**config.mk**
```make
export PLATFORM = sky130hd
export DESIGN_NAME = bram_sp_arbiter
export DESIGN_NICKNAME = d
export VERILOG_FILES = /design/src/rtl/bram_sp_arbiter.sv
export SDC_FILE = /design/constraint.sdc
export NUM_CORES = 1
export LEC_CHECK = 0
export BUFFER_PORTS_ARGS = -buffer_cell sky130_fd_sc_hd__buf_2
export CORE_AREA = 4 4 105 147
export CTS_CLUSTER_SIZE = 24
export DETAILED_ROUTE_END_ITERATION = 12
export DIE_AREA = 0 0 109 151
export PLACE_DENSITY = 0.75
export SLEW_MARGIN = 30
export SYNTH_ARGS = -nofsm -noshare
export SYNTH_HDL_FRONTEND = slang
export SYNTH_SLANG_ARGS = --single-unit
export TNS_END_PERCENT = 30
```
**constraint.sdc**
```tcl
create_clock -name clka -period 1.7 [get_ports clka]
set_clock_uncertainty 0.2 [all_clocks]
set_input_delay 0.085 -clock clka [delete_from_list [all_inputs] [get_ports clka]]
set_output_delay 0.085 -clock clka [all_outputs]
set_load 0.01 [all_outputs]
```
**src/rtl/bram_sp_arbiter.sv**
```systemverilog
// Round-robin arbiter for two requesters sharing one single-port block RAM.
// A tag pipeline routes each read's douta back to the requester that issued it.
module bram_sp_arbiter #(
  parameter int ADDR_W = 32,
  parameter int DATA_W = 32,
  parameter int WE_W   = DATA_W / 8,
  parameter int RD_LAT = 1
) (
  input  logic              clka,
  input  logic              rsta,

  input  logic              a_req,
  input  logic [WE_W-1:0]   a_we,
  input  logic [ADDR_W-1:0] a_addr,
  input  logic [DATA_W-1:0] a_wdata,
  output logic              a_gnt,
  output logic              a_rvalid,
  output logic [DATA_W-1:0] a_rdata,

  input  logic              b_req,
  input  logic [WE_W-1:0]   b_we,
  input  logic [ADDR_W-1:0] b_addr,
  input  logic [DATA_W-1:0] b_wdata,
  output logic              b_gnt,
  output logic              b_rvalid,
  output logic [DATA_W-1:0] b_rdata,

  output logic              mem_ena,
  output logic [WE_W-1:0]   mem_wea,
  output logic [ADDR_W-1:0] mem_addra,
  output logic [DATA_W-1:0] mem_dina,
  output logic              mem_rsta,
  input  logic [DATA_W-1:0] mem_douta
);

  typedef enum logic {
    ID_A = 1'b0,
    ID_B = 1'b1
  } req_id_t;

  req_id_t         last;
  logic [RD_LAT:0] tag_valid;
  logic [RD_LAT:0] tag_id;
  logic            ins_valid;
  logic            ins_id;
  logic            head_a;
  logic            head_b;

  // The requester that did not win last time has priority when both ask.
  assign a_gnt = !rsta && a_req && (!b_req || last == ID_B);
  assign b_gnt = !rsta && b_req && (!a_req || last == ID_A);

  assign mem_rsta = rsta;

  assign ins_valid = (a_gnt && a_we == '0) || (b_gnt && b_we == '0);
  assign ins_id    = b_gnt;

  // Stage RD_LAT holds the read whose douta is valid during this cycle.
  assign head_a = tag_valid[RD_LAT] && !tag_id[RD_LAT];
  assign head_b = tag_valid[RD_LAT] &&  tag_id[RD_LAT];

  always_ff @(posedge clka) begin
    if (rsta) begin
      last      <= ID_A;
      mem_ena   <= 1'b0;
      mem_wea   <= '0;
      mem_addra <= '0;
      mem_dina  <= '0;
      tag_valid <= '0;
      tag_id    <= '0;
      a_rvalid  <= 1'b0;
      b_rvalid  <= 1'b0;
      a_rdata   <= '0;
      b_rdata   <= '0;
    end else begin
      mem_ena <= a_gnt || b_gnt;
      mem_wea <= '0;
      if (a_gnt) begin
        last      <= ID_A;
        mem_wea   <= a_we;
        mem_addra <= a_addr;
        mem_dina  <= a_wdata;
      end else if (b_gnt) begin
        last      <= ID_B;
        mem_wea   <= b_we;
        mem_addra <= b_addr;
        mem_dina  <= b_wdata;
      end

      tag_valid <= {tag_valid[RD_LAT-1:0], ins_valid};
      tag_id    <= {tag_id[RD_LAT-1:0], ins_id};

      a_rvalid <= head_a;
      b_rvalid <= head_b;
      if (head_a) a_rdata <= mem_douta;
      if (head_b) b_rdata <= mem_douta;
    end
  end

endmodule

```
==> impl_summary.txt, run 1 <==
----------------------------------------------------
[Run status]
  Outcome ... complete, no violations

[Route]
  Vias per cell ... 5.48
  Detailed Route WL ... 24,000 um
  Initial DRT Pass Iterations ... 5
  Drt drc ... 0
  Vias after detailed routing ... 7,005
  Number of nets with antenna violations after detailed routing ... 0
  First-iteration detailed-routing DRC count ... 511
  WL per Instance ... 18.7 um

[Synth]
  Leading post-synthesis cells by instance count ... sky130_fd_sc_hd__dfxtp_1 (140), sky130_fd_sc_hd__nand2_1 (129), sky130_fd_sc_hd__a21oi_1 (65)
  Synthesized area per cell ... 8.95 um^2
  Yosys top cell by area ... sky130_fd_sc_hd__dfxtp_1
  Most area-consuming cells after synthesis ... sky130_fd_sc_hd__dfxtp_1 (51%), sky130_fd_sc_hd__a221o_1 (12%), sky130_fd_sc_hd__a2111oi_0 (10%)
  Synth Area in Adders ... 0%
  Post-synthesis compound-gate area fraction ... 28.8%
  Multiplexer area fraction after synthesis ... 0%
  Cell with the most instances after synthesis ... sky130_fd_sc_hd__dfxtp_1
  Proportion of synthesized flip-flops having asynchronous set or reset ... 0%
  Sequential element share of the synthesized area ... 50.7%
  Count of flip-flops with a built-in enable after synthesis ... 0
  Basic-gate share of the synthesized area counting and, or, nand and nor cells ... 10.7%
  Post-Syn Nets ... 790
  Combinational family with the most area after synthesis ... compound AO/OA/AOI/OAI gates
  Flops & latches, synth ... 140
  Count of cell types in the netlist ... 24
  Post-synthesis share of cell area spent on xor and xnor gates ... 0%
  Synthesized instance count ... 618
  Share of the synthesized area in the top cell type ... 50.7%
  Cell area after synthesis ... 0.00553 mm^2
  Dominant synthesized flop cell ... sky130_fd_sc_hd__dfxtp_1
  Total number of yosys warnings ... 0

[Global route]
  Final global-route overflow total ... 0
  Number of antenna violations at the first check in global routing ... 0
  Overall routing resource usage ... 28.4%
  Via count of the first global-routing pass ... 7,043
  Largest net degree at the start of global routing ... 65
  Global-route wire length before repair ... 36,300 um

[Power]
  P_sw ... 2.07 mW
  Sequential power share ... 39.8%
  Internal power ... 6.78 mW
  Leakage power summed over all cells ... 4.54 nW
  Relative contribution of the clock network to total power ... 45.7%
  Switching Fraction ... 23.4%
  Power after layout ... 8.85 mW
  Combinational Power Share ... 14.5%
  Maximum ir drop on the vdd rail ... 574 uV
  Areal power density over the cells ... 912 mW/mm^2

[Final layout]
  Filler cell count ... 985
  Final cell utilization of the core ... 68.2%
  Count of nets after finishing ... 1,249
  Finished Layout Cells ... 1,278
  Fraction of layout cells with a size suffix above 1 ... 34.6%
  FF/Latch Area ... 0.00280 mm^2
  Area taken by multi-input logic gates ... 0.00220 mm^2
  P&R area growth vs syn ... 75.6%

[Critical path]
  Worst-case reg-to-reg path depth ... 3
  Critical path capture point type ... register
  Arrival @ worst endpoint ... 1830 ps
  CP max FO ... 35
  Worst Setup Path Type ... reg2reg
  Launching element type of the critical path ... register
  Required time at the endpoint of the critical path ... 1840 ps

[Timing]
  Total negative slack for setup checks ... 0 ps
  Time the final worst path needs with I/O delays and setup ... 1690 ps
  Headroom to the max-slew limit ... 48.8%
  Max Clock Freq ... 592 MHz
  Hold violation total from the final report ... 0
  Final count of negative-setup-slack endpoints ... 0
  Setup repair after global routing missed its margin ... true
  Transition time at the pin with the least slew margin ... 748 ps
  Final Max Tran Viols ... 0
  Period utilization ... 99.4%

[Hold path]
  Number of stages on the worst hold path ... 3
  Hold Crit Class ... in2reg

[Clock tree]
  Number of H-tree levels ... 4
  Insertion delay to the later sink of the worst-skew pair ... 400 ps
  Root Buffer ... sky130_fd_sc_hd__clkbuf_16
  Maximum buffer depth of the clock tree ... 2
  Clock sinks ... 140
  Clock slew seen by the registers of the worst setup and hold paths ... 60 ps
  Clock tree from TritonCTS ... yes
  Inserted Clock Buffers ... 17
  Post-CTS repair timing setup buffer count ... 0

[Die]
  Effective utilization at floorplan ... 38.8%
  Number of top-level pins ... 310
  Die height ... 151 um
  Die Wd ... 109 um
  Number of cell rows ... 52
  Die Outline Area ... 0.0165 mm^2
  Placeable core area ... 0.0142 mm^2

[Placement]
  Total placed cells including tap cells ... 1,076
  Placer's final routability congestion estimate ... 0.853
  Quantity of I/O buffers inserted on ports ... 309
  Post-DP HPWL ... 14,000 um

[Job]
  Maxcap violations ... 0

----------------------------------------------------
[power by group through the flow]
stage	combinational, mW	clock [mW]	sequential [mW]
final	1.28	4.05	3.53
after global routing	1.36	4.24	3.53
after CTS	1.21	4.11	3.51
after detailed placement	0.893	0	3.57
after global placement	0.879	0	3.58
after floorplan	0.341	0	3.63
[worst max-delay path: stages (launching register included)]
cell and delay, ps:
sky130_fd_sc_hd__dfxtp_2 330, sky130_fd_sc_hd__buf_4 240, sky130_fd_sc_hd__a2111oi_1 610, sky130_fd_sc_hd__a221o_1 240
[final timing paths]
| check | end | start | slack (ps) |
|---|---|---|---|
| worst max register to register | mem_dina[22] | last | 10 |
| worst max-delay path | mem_dina[22] | last | 10 |
| worst min register to register | tag_valid[1] | tag_valid[0] | 240 |
| worst min-delay path | tag_valid[1] | rsta | 40 |
[cell families after synthesis]
kind of cell,count (synthesis)
DFF,140
and+or+nand+nor,146
AOI/OAI and AO/OA,200
buffers and inverters,132
[registers in the layout, summed over array words and instances, names as in the netlist]
signal and cells:
a_rdata 32, b_rdata 32, mem_addra 32, mem_dina 32
mem_wea 4, tag_id 2, tag_valid 2, a_rvalid 1
b_rvalid 1, last 1, mem_ena 1
[layout by cell type (no fill, tap or decap), drive strengths merged, types with 2 or more instances in the layout]
cell,netlist,final
buf,15,336
dlygate4sd3,0,169
dfxtp,140,140
nand2,129,129
a21oi,65,65
inv,65,65
a221o,64,64
a2111oi,64,64
clkbuf,52,19
bufinv,0,5
a22o,4,4
nor2,4,4
nor2b,4,4
clkinv,0,4
nand2b,3,3
nor4,2,2
clkinvlp,0,2
a211oi,2,2
and2,2,2
[through the flow]
stage,cell area (um^2),hold WS [ps],worst slack [ps]
final,9710,38.5,10.9
after global routing,9710,39.4,-17.7
after CTS,9690,5.68,4.82
after detailed placement,7300,112,90.2
after global placement,7300,109,188
after floorplan,5530,0.820,86.1
[cell type report]
cell class | count | share of cell area [%]
well taps | 189 | 2.44
repair buffers | 507 | 36.8
multi-input cells | 346 | 22.7
inverters | 65 | 2.51
clock inverters | 11 | 1.98
diodes | 1 | 0.0258
clock buffers | 19 | 4.66
flip-flops and latches | 140 | 28.9
[layer usage]
layer	wire length, um	global-route usage (%)
met5	0	0
met4	1550	19.1
met3	2100	6.70
met2	11800	47.0
met1	8530	32.1
[what timing repair did]
action                     CTS  global route
gates resized for setup      1             6
hold endpoints to repair   135             0
gates cloned                 1             0
setup endpoints to repair    2             5
hold buffers               170             0
Power figures use the tool's default switching activity.
==> inputs of run 2 (changes only) <==
--- a/config.mk
+++ b/config.mk
@@ -6,11 +6,12 @@
 export NUM_CORES = 1
 export LEC_CHECK = 0
 export BUFFER_PORTS_ARGS = -buffer_cell sky130_fd_sc_hd__buf_2
-export CORE_AREA = 4 4 105 147
+export CORE_AREA = 4 4 104 145
+export CTS_BUF_LIST = sky130_fd_sc_hd__clkbuf_2 sky130_fd_sc_hd__clkbuf_4 sky130_fd_sc_hd__clkbuf_8
 export CTS_CLUSTER_SIZE = 24
 export DETAILED_ROUTE_END_ITERATION = 12
-export DIE_AREA = 0 0 109 151
-export PLACE_DENSITY = 0.75
+export DIE_AREA = 0 0 108 149
+export PLACE_DENSITY = 0.77
 export SLEW_MARGIN = 30
 export SYNTH_ARGS = -nofsm -noshare
 export SYNTH_HDL_FRONTEND = slang
==> run 2 against run 1 <==
Effect of this change: the flow now finishes with violations (negative setup slack); register-to-register slack hardly changed; maximum frequency down 1.0%; sequential power barely moved; first-iteration DRC count increased by 23%; die area down 2.2%; power decreased by 13%; non-clock buffer count shrank 1; final area shrank 1.8%; global-route usage increased by 1.4 points; sequential cell count unchanged; critical path type is now in2reg; critical endpoint is now mem_addra[13]; largest power group is now registers.
==> impl_summary.txt, run 2 (synthesis results as in run 1) <==
----------------------------------------------------
[Run status]
  Outcome ... finished with violations
  Violated checks ... negative setup slack

[Die]
  Effective utilization at floorplan ... 39.9% (+1.1 points)
  Die height ... 149 um (-1.3%)
  Placeable core area ... 0.0138 mm^2 (-2.8%)
  Number of cell rows ... 51 (-1.9%)
  Die Outline Area ... 0.0161 mm^2 (-2.2%)
  Die Wd ... 108 um (-0.92%)
  Number of top-level pins ... 310 (unchanged)

[Timing]
  Max Clock Freq ... 586 MHz (-1.0%)
  Hold violation total from the final report ... 0 (unchanged)
  Setup repair after global routing missed its margin ... true
  Period utilization ... 100% (+1.0 points)
  Post-route worst setup slack ... -6.94 ps (-17.8 ps)
  Final Max Tran Viols ... 0 (unchanged)
  Final count of negative-setup-slack endpoints ... 2 (+2)
  Total negative slack for setup checks ... -11.3 ps (-11.3 ps)
  Transition time at the pin with the least slew margin ... 683 ps (-65.0 ps)
  Headroom to the max-slew limit ... 53.3% (+4.4 points)
  Time the final worst path needs with I/O delays and setup ... 1710 ps (+17.8 ps)

[Critical path]
  RR Startpoint ... last
  CP max FO ... 21 (-40%)
  Critical path capture point type ... register
  Endpoint of the most critical register-to-register path ... mem_dina[12]
  Flop-to-flop setup slack ... 0 ps (about the same)
  Worst Setup Path Type ... in2reg
  Arrival @ worst endpoint ... 1880 ps (+50 ps)
  Worst-case reg-to-reg path depth ... 3 (unchanged)
  Launching element type of the critical path ... primary input
  Required time at the endpoint of the critical path ... 1870 ps (+30 ps)

[Final layout]
  Fraction of layout cells with a size suffix above 1 ... 34.3% (-0.22 points)
  P&R area growth vs syn ... 72.4%
  Area of all placed cells without fillers ... 0.00953 mm^2 (-1.8%)
  Count of nets after finishing ... 1,248 (-0.080%)
  Most common library cell in the layout ignoring fill and taps ... sky130_fd_sc_hd__buf_2
  Commonest non-fill, non-tap cells in the layout ... sky130_fd_sc_hd__buf_2 (306), sky130_fd_sc_hd__dlygate4sd3_1 (173), sky130_fd_sc_hd__dfxtp_1 (139)

[Power]
  Power after layout ... 7.74 mW (-13%)
  Areal power density over the cells ... 812 mW/mm^2 (-11%)
  Leakage power summed over all cells ... 4.43 nW (-2.4%)
  Maximum ir drop on the vdd rail ... 417 uV (-27%)

[Route]
  Initial DRT Pass Iterations ... 6 (+1)
  Number of nets with antenna violations after detailed routing ... 0 (unchanged)
  Drt drc ... 0 (unchanged)
  Detailed Route WL ... 24,500 um (+2.3%)
  Vias after detailed routing ... 7,049 (+0.63%)
  Vias per cell ... 5.52 (+0.63%)
  WL per Instance ... 19.2 um (+2.3%)
  First-iteration detailed-routing DRC count ... 630 (+23%)

[Clock tree]
  Number of H-tree levels ... 4 (unchanged)
  Maximum buffer depth of the clock tree ... 2 (unchanged)
  Clock tree from TritonCTS ... yes
  Inserted Clock Buffers ... 17 (unchanged)
  Clock sinks ... 140 (unchanged)
  Insertion delay to the later sink of the worst-skew pair ... 420 ps (+20 ps)
  Clock slew seen by the registers of the worst setup and hold paths ... 90 ps (+30 ps)
  Root Buffer ... sky130_fd_sc_hd__clkbuf_8

[Hold path]
  Hold Crit Class ... in2reg
  Worst-case hold path end point ... tag_id[0]
  Number of stages on the worst hold path ... 3 (unchanged)
  Hold path startpoint ... b_req

[Placement]
  Post-DP HPWL ... 13,600 um (-2.2%)
  Area after detailed placement ... 0.00727 mm^2 (-0.41%)
  Quantity of I/O buffers inserted on ports ... 309 (unchanged)
  Placer's final routability congestion estimate ... 0.823 (-3.5%)

[Global route]
  Largest net degree at the start of global routing ... 37 (-43%)
  Global-route wire length before repair ... 37,500 um (+3.2%)
  Via count of the first global-routing pass ... 7,121 (+1.1%)
  Overall routing resource usage ... 29.8% (+1.4 points)
  Final global-route overflow total ... 0 (unchanged)
  Number of antenna violations at the first check in global routing ... 3 (+3)

[Job]
  Maxcap violations ... 0 (unchanged)

----------------------------------------------------
==> run 2: cell types whose count changed in the layout (fill, tap and decap cells not counted), moves of 3 or more <==
| cell | delta |
|---|---|
| sky130_fd_sc_hd__clkbuf_16 | -17 |
| sky130_fd_sc_hd__dlygate4sd3_1 | +4 |
| sky130_fd_sc_hd__clkbuf_8 | +18 |
| sky130_fd_sc_hd__buf_4 | -6 |
| sky130_fd_sc_hd__buf_12 | +3 |
| sky130_fd_sc_hd__inv_6 | +3 |
| sky130_fd_sc_hd__diode_2 | +3 |
==> run 2: report_power, final <==
group / internal (mW) / switching (mW)
Sequential: 3.42 / 0.0964
Clock: 1.61 / 1.32
Combinational: 0.687 / 0.612
Total: 5.71 / 2.03
==> run 2: how the worst max path moves through the flow <==
| stage | endpoint | start | cells past startpoint | slack [ps] |
|---|---|---|---|---|
| floorplan | mem_addra[16] | last | 6 | 90 |
| global placement | mem_addra[3] | b_req | 5 | 140 |
| detailed placement | mem_dina[24] | b_req | 5 | 110 |
| CTS | b_gnt | last | 3 | -7 |
| global route | b_gnt | last | 3 | -4 |
| finish | mem_addra[13] | rsta | 5 | -7 |
==> run 2: layout make-up <==
type | count | area [um^2]
Tap cell | 185 | 231
Clock buffer | 21 | 283
Fill cell | 974 | 4320
Clock inverter | 11 | 156
Sequential cell | 140 | 2810
Multi-Input combinational cell | 346 | 2210
Antenna cell | 4 | 10.0
Timing Repair Buffer | 506 | 3590
Inverter | 65 | 244
==> run 2: what timing repair did <==
item,CTS,global route
hold buffers,173,0
pin swaps,2,2
endpoints found under the hold margin,138,0
endpoints found under the setup margin,2,5
resized for setup,10,5
buffers inserted,2,0
==> run 2: layer usage <==
layer / GRT usage, % / up-vias / part of all wire [%]
met1: 33.1 / 3188 / 34
met5: 0 / - / 0
li1: - / 3142 / -
met3: 9.01 / 139 / 10
met4: 20.7 / 0 / 7.0
met2: 48.4 / 580 / 49
==> run 2: through the flow <==
step	std cells	utilization, %	setup WS, ps	hold WS [ps]
6_report	1278	68.8	-6.94	138
5_1_grt	1278	68.8	-3.78	103
4_1_cts	1274	68.7	-7.18	65.7
3_5_place_dp	1067	52.5	111	114
3_3_place_gp	1067	52.5	141	107
2_1_floorplan	618	-	86.1	0.820
==> run 2: worst max-delay path, stage by stage <==
cell	delay (ps)
sky130_fd_sc_hd__dlygate4sd3_1	550
sky130_fd_sc_hd__buf_6	170
sky130_fd_sc_hd__buf_4	220
sky130_fd_sc_hd__a2111oi_0	650
sky130_fd_sc_hd__a221o_1	190
==> inputs of run 3 (changes only) <==
--- a/config.mk
+++ b/config.mk
@@ -12,6 +12,7 @@
 export DETAILED_ROUTE_END_ITERATION = 12
 export DIE_AREA = 0 0 108 149
 export PLACE_DENSITY = 0.77
+export SKIP_CTS_REPAIR_TIMING = 1
 export SLEW_MARGIN = 30
 export SYNTH_ARGS = -nofsm -noshare
 export SYNTH_HDL_FRONTEND = slang
==> run 3 against run 2 <==
Effect of this change: the run still ends with negative setup slack left; via count is 0.11% higher; non-clock buffer count rose by 5; global-route usage is 7.5 points lower; cell count grew 0.31%; worst hold slack lost 34 ps; wire length up 0.67%; setup slack got worse by 88 ps; clock power hardly changed; sequential cell count unchanged; maximum frequency decreased by 4.9%; core utilization increased by 0.32 points; critical endpoint is now mem_dina[15].
==> impl_summary.txt, run 3 (synthesis results as in run 1) <==
----------------------------------------------------
[Run status]
  Outcome ... finished with violations
  Violated checks ... negative setup slack

[Final layout]
  Area taken by multi-input logic gates ... 0.00221 mm^2 (-0.11%)
  Fraction of layout cells with a size suffix above 1 ... 34.7% (+0.39 points)
  FF/Latch Area ... 0.00281 mm^2 (unchanged)
  Area of all placed cells without fillers ... 0.00958 mm^2 (+0.46%)
  Finished Layout Cells ... 1,282 (+0.31%)
  P&R area growth vs syn ... 73.2%
  Filler cell count ... 962 (-1.2%)
  Commonest non-fill, non-tap cells in the layout ... sky130_fd_sc_hd__buf_2 (306), sky130_fd_sc_hd__dlygate4sd3_1 (172), sky130_fd_sc_hd__dfxtp_1 (139)
  Most common library cell in the layout ignoring fill and taps ... sky130_fd_sc_hd__buf_2
  Count of nets after finishing ... 1,253 (+0.40%)

[Timing]
  Headroom to the max-slew limit ... 52.6% (-0.67 points)
  Hold violation total from the final report ... 0 (unchanged)
  Period utilization ... 106% (+5.2 points)
  Setup repair after global routing missed its margin ... true
  Total negative slack for setup checks ... -171 ps (-160 ps)
  Post-route worst setup slack ... -94.6 ps (-87.6 ps)
  Final Max Tran Viols ... 0 (unchanged)
  Transition time at the pin with the least slew margin ... 693 ps (+9.84 ps)
  Final count of negative-setup-slack endpoints ... 5 (+3)
  Time the final worst path needs with I/O delays and setup ... 1790 ps (+87.6 ps)
  Max Clock Freq ... 557 MHz (-4.9%)

[Critical path]
  Critical-path cell list ... buf_4, a2111oi_0, a221o_1
  CP max FO ... 36 (+71%)
  Launching element type of the critical path ... register
  Slowest-stage cell, CP ... sky130_fd_sc_hd__a2111oi_0
  Worst Setup Path Type ... reg2reg
  Required time at the endpoint of the critical path ... 1860 ps (about the same)
  Critical path capture point type ... register
  Arrival @ worst endpoint ... 1960 ps (+80 ps)
  Buffers plus inverters on the worst setup path ... 1 (-2)
  Category of cells accounting for the largest share of critical-path delay ... compound AO/OA/AOI/OAI gates
  Maximum cell stage delay along the critical path ... 670 ps (+20 ps)

[Global route]
  Final global-route overflow total ... 0 (unchanged)
  Number of antenna violations at the first check in global routing ... 3 (unchanged)
  Largest net degree at the start of global routing ... 37 (unchanged)
  Overall routing resource usage ... 22.4% (-7.5 points)
  Global-route wire length before repair ... 28,200 um (-25%)
  Via count of the first global-routing pass ... 5,512 (-23%)

[Placement]
  Placer's final routability congestion estimate ... 0.823 (unchanged)
  Total placed cells including tap cells ... 1,067 (unchanged)
  Quantity of I/O buffers inserted on ports ... 309 (unchanged)
  Area after detailed placement ... 0.00727 mm^2 (unchanged)
  Post-DP HPWL ... 13,600 um (unchanged)

[Route]
  First-iteration detailed-routing DRC count ... 747 (+19%)
  Number of nets with antenna violations after detailed routing ... 0 (unchanged)
  WL per Instance ... 19.2 um (+0.35%)
  Detailed Route WL ... 24,700 um (+0.67%)
  Vias per cell ... 5.50 (-0.20%)
  Drt drc ... 0 (unchanged)
  Initial DRT Pass Iterations ... 8 (+2)
  Vias after detailed routing ... 7,057 (+0.11%)

[Clock tree]
  Clock sinks ... 140 (unchanged)
  Maximum buffer depth of the clock tree ... 2 (unchanged)
  Clock tree from TritonCTS ... yes
  Insertion delay to the later sink of the worst-skew pair ... 430 ps (about the same)
  Root Buffer ... sky130_fd_sc_hd__clkbuf_8
  Number of H-tree levels ... 4 (unchanged)
  Inserted Clock Buffers ... 17 (unchanged)
  Clock slew seen by the registers of the worst setup and hold paths ... 80 ps (about the same)

[Die]
  Number of cell rows ... 51 (unchanged)
  Die Wd ... 108 um (unchanged)
  Effective utilization at floorplan ... 39.9% (unchanged)
  Placeable core area ... 0.0138 mm^2 (unchanged)
  Number of top-level pins ... 310 (unchanged)
  Die Outline Area ... 0.0161 mm^2 (unchanged)
  Die height ... 149 um (unchanged)

[Power]
  Leakage power summed over all cells ... 4.46 nW (+0.69%)
  Areal power density over the cells ... 812 mW/mm^2 (about the same)
  Maximum ir drop on the vdd rail ... 444 uV (+6.5%)

[Job]
  Maxcap violations ... 0 (unchanged)

[Hold path]
  Hold Crit Class ... in2reg

----------------------------------------------------
==> run 3: cell types whose count changed in the layout (fill, tap and decap cells not counted), sizes merged <==
cell         change
dlygate4sd3      -1
clkbuf           +1
diode            -1
buf              +5
==> run 3: worst reg2reg max path, cell delays in order (launching register included) <==
cell and delay (ps):
sky130_fd_sc_hd__dfxtp_4 370, sky130_fd_sc_hd__buf_4 240, sky130_fd_sc_hd__a2111oi_0 680, sky130_fd_sc_hd__a221o_1 240
==> run 3: worst paths after layout <==
kind              cells after the start          from  slack (ps)            to
hold reg to reg                       1  tag_valid[0]         240  tag_valid[1]
setup / recovery                      3          last         -90  mem_dina[15]
hold / removal                        3         a_req         100    mem_wea[0]
setup reg to reg                      3          last         -90  mem_dina[15]
==> run 3: report_power, final <==
part / internal, mW / switching, mW / leakage, nW
sequential: 3.42 / 0.100 / 1.15
clock: 1.61 / 1.34 / 0.213
combinational: 0.700 / 0.613 / 3.10
==> run 3: area by class of cell <==
cell class / instances / share of cell area [%]
inverters: 65 / 2.55
clock inverters: 11 / 1.63
diodes: 3 / 0.0784
well taps: 185 / 2.42
flip-flops and latches: 140 / 29.3
clock buffers: 21 / 2.95
multi-input cells: 346 / 23.1
repair buffers: 511 / 38.0
==> run 3: metal layers <==
metal / global-route usage [%] / up-vias / wire, um
li1: - / 3153 / -
met1: 26.0 / 3233 / 8640
met2: 38.6 / 542 / 12100
met3: 6.67 / 129 / 2430
met4: 8.21 / 0 / 1550
met5: 0 / - / 0
==> run 3: per-stage QoR <==
stage / setup WS (ps) / power [mW] / hold slack [ps] / utilization (%)
after global routing: -190 / 8.03 / 73.1 / 69.2
after floorplan: 86.1 / 3.97 / 0.820 / -
after CTS: -252 / 7.38 / -361 / 55.7
after global placement: 141 / 4.45 / 107 / 52.5
final: -94.6 / 7.78 / 104 / 69.2
after detailed placement: 111 / 4.45 / 114 / 52.5
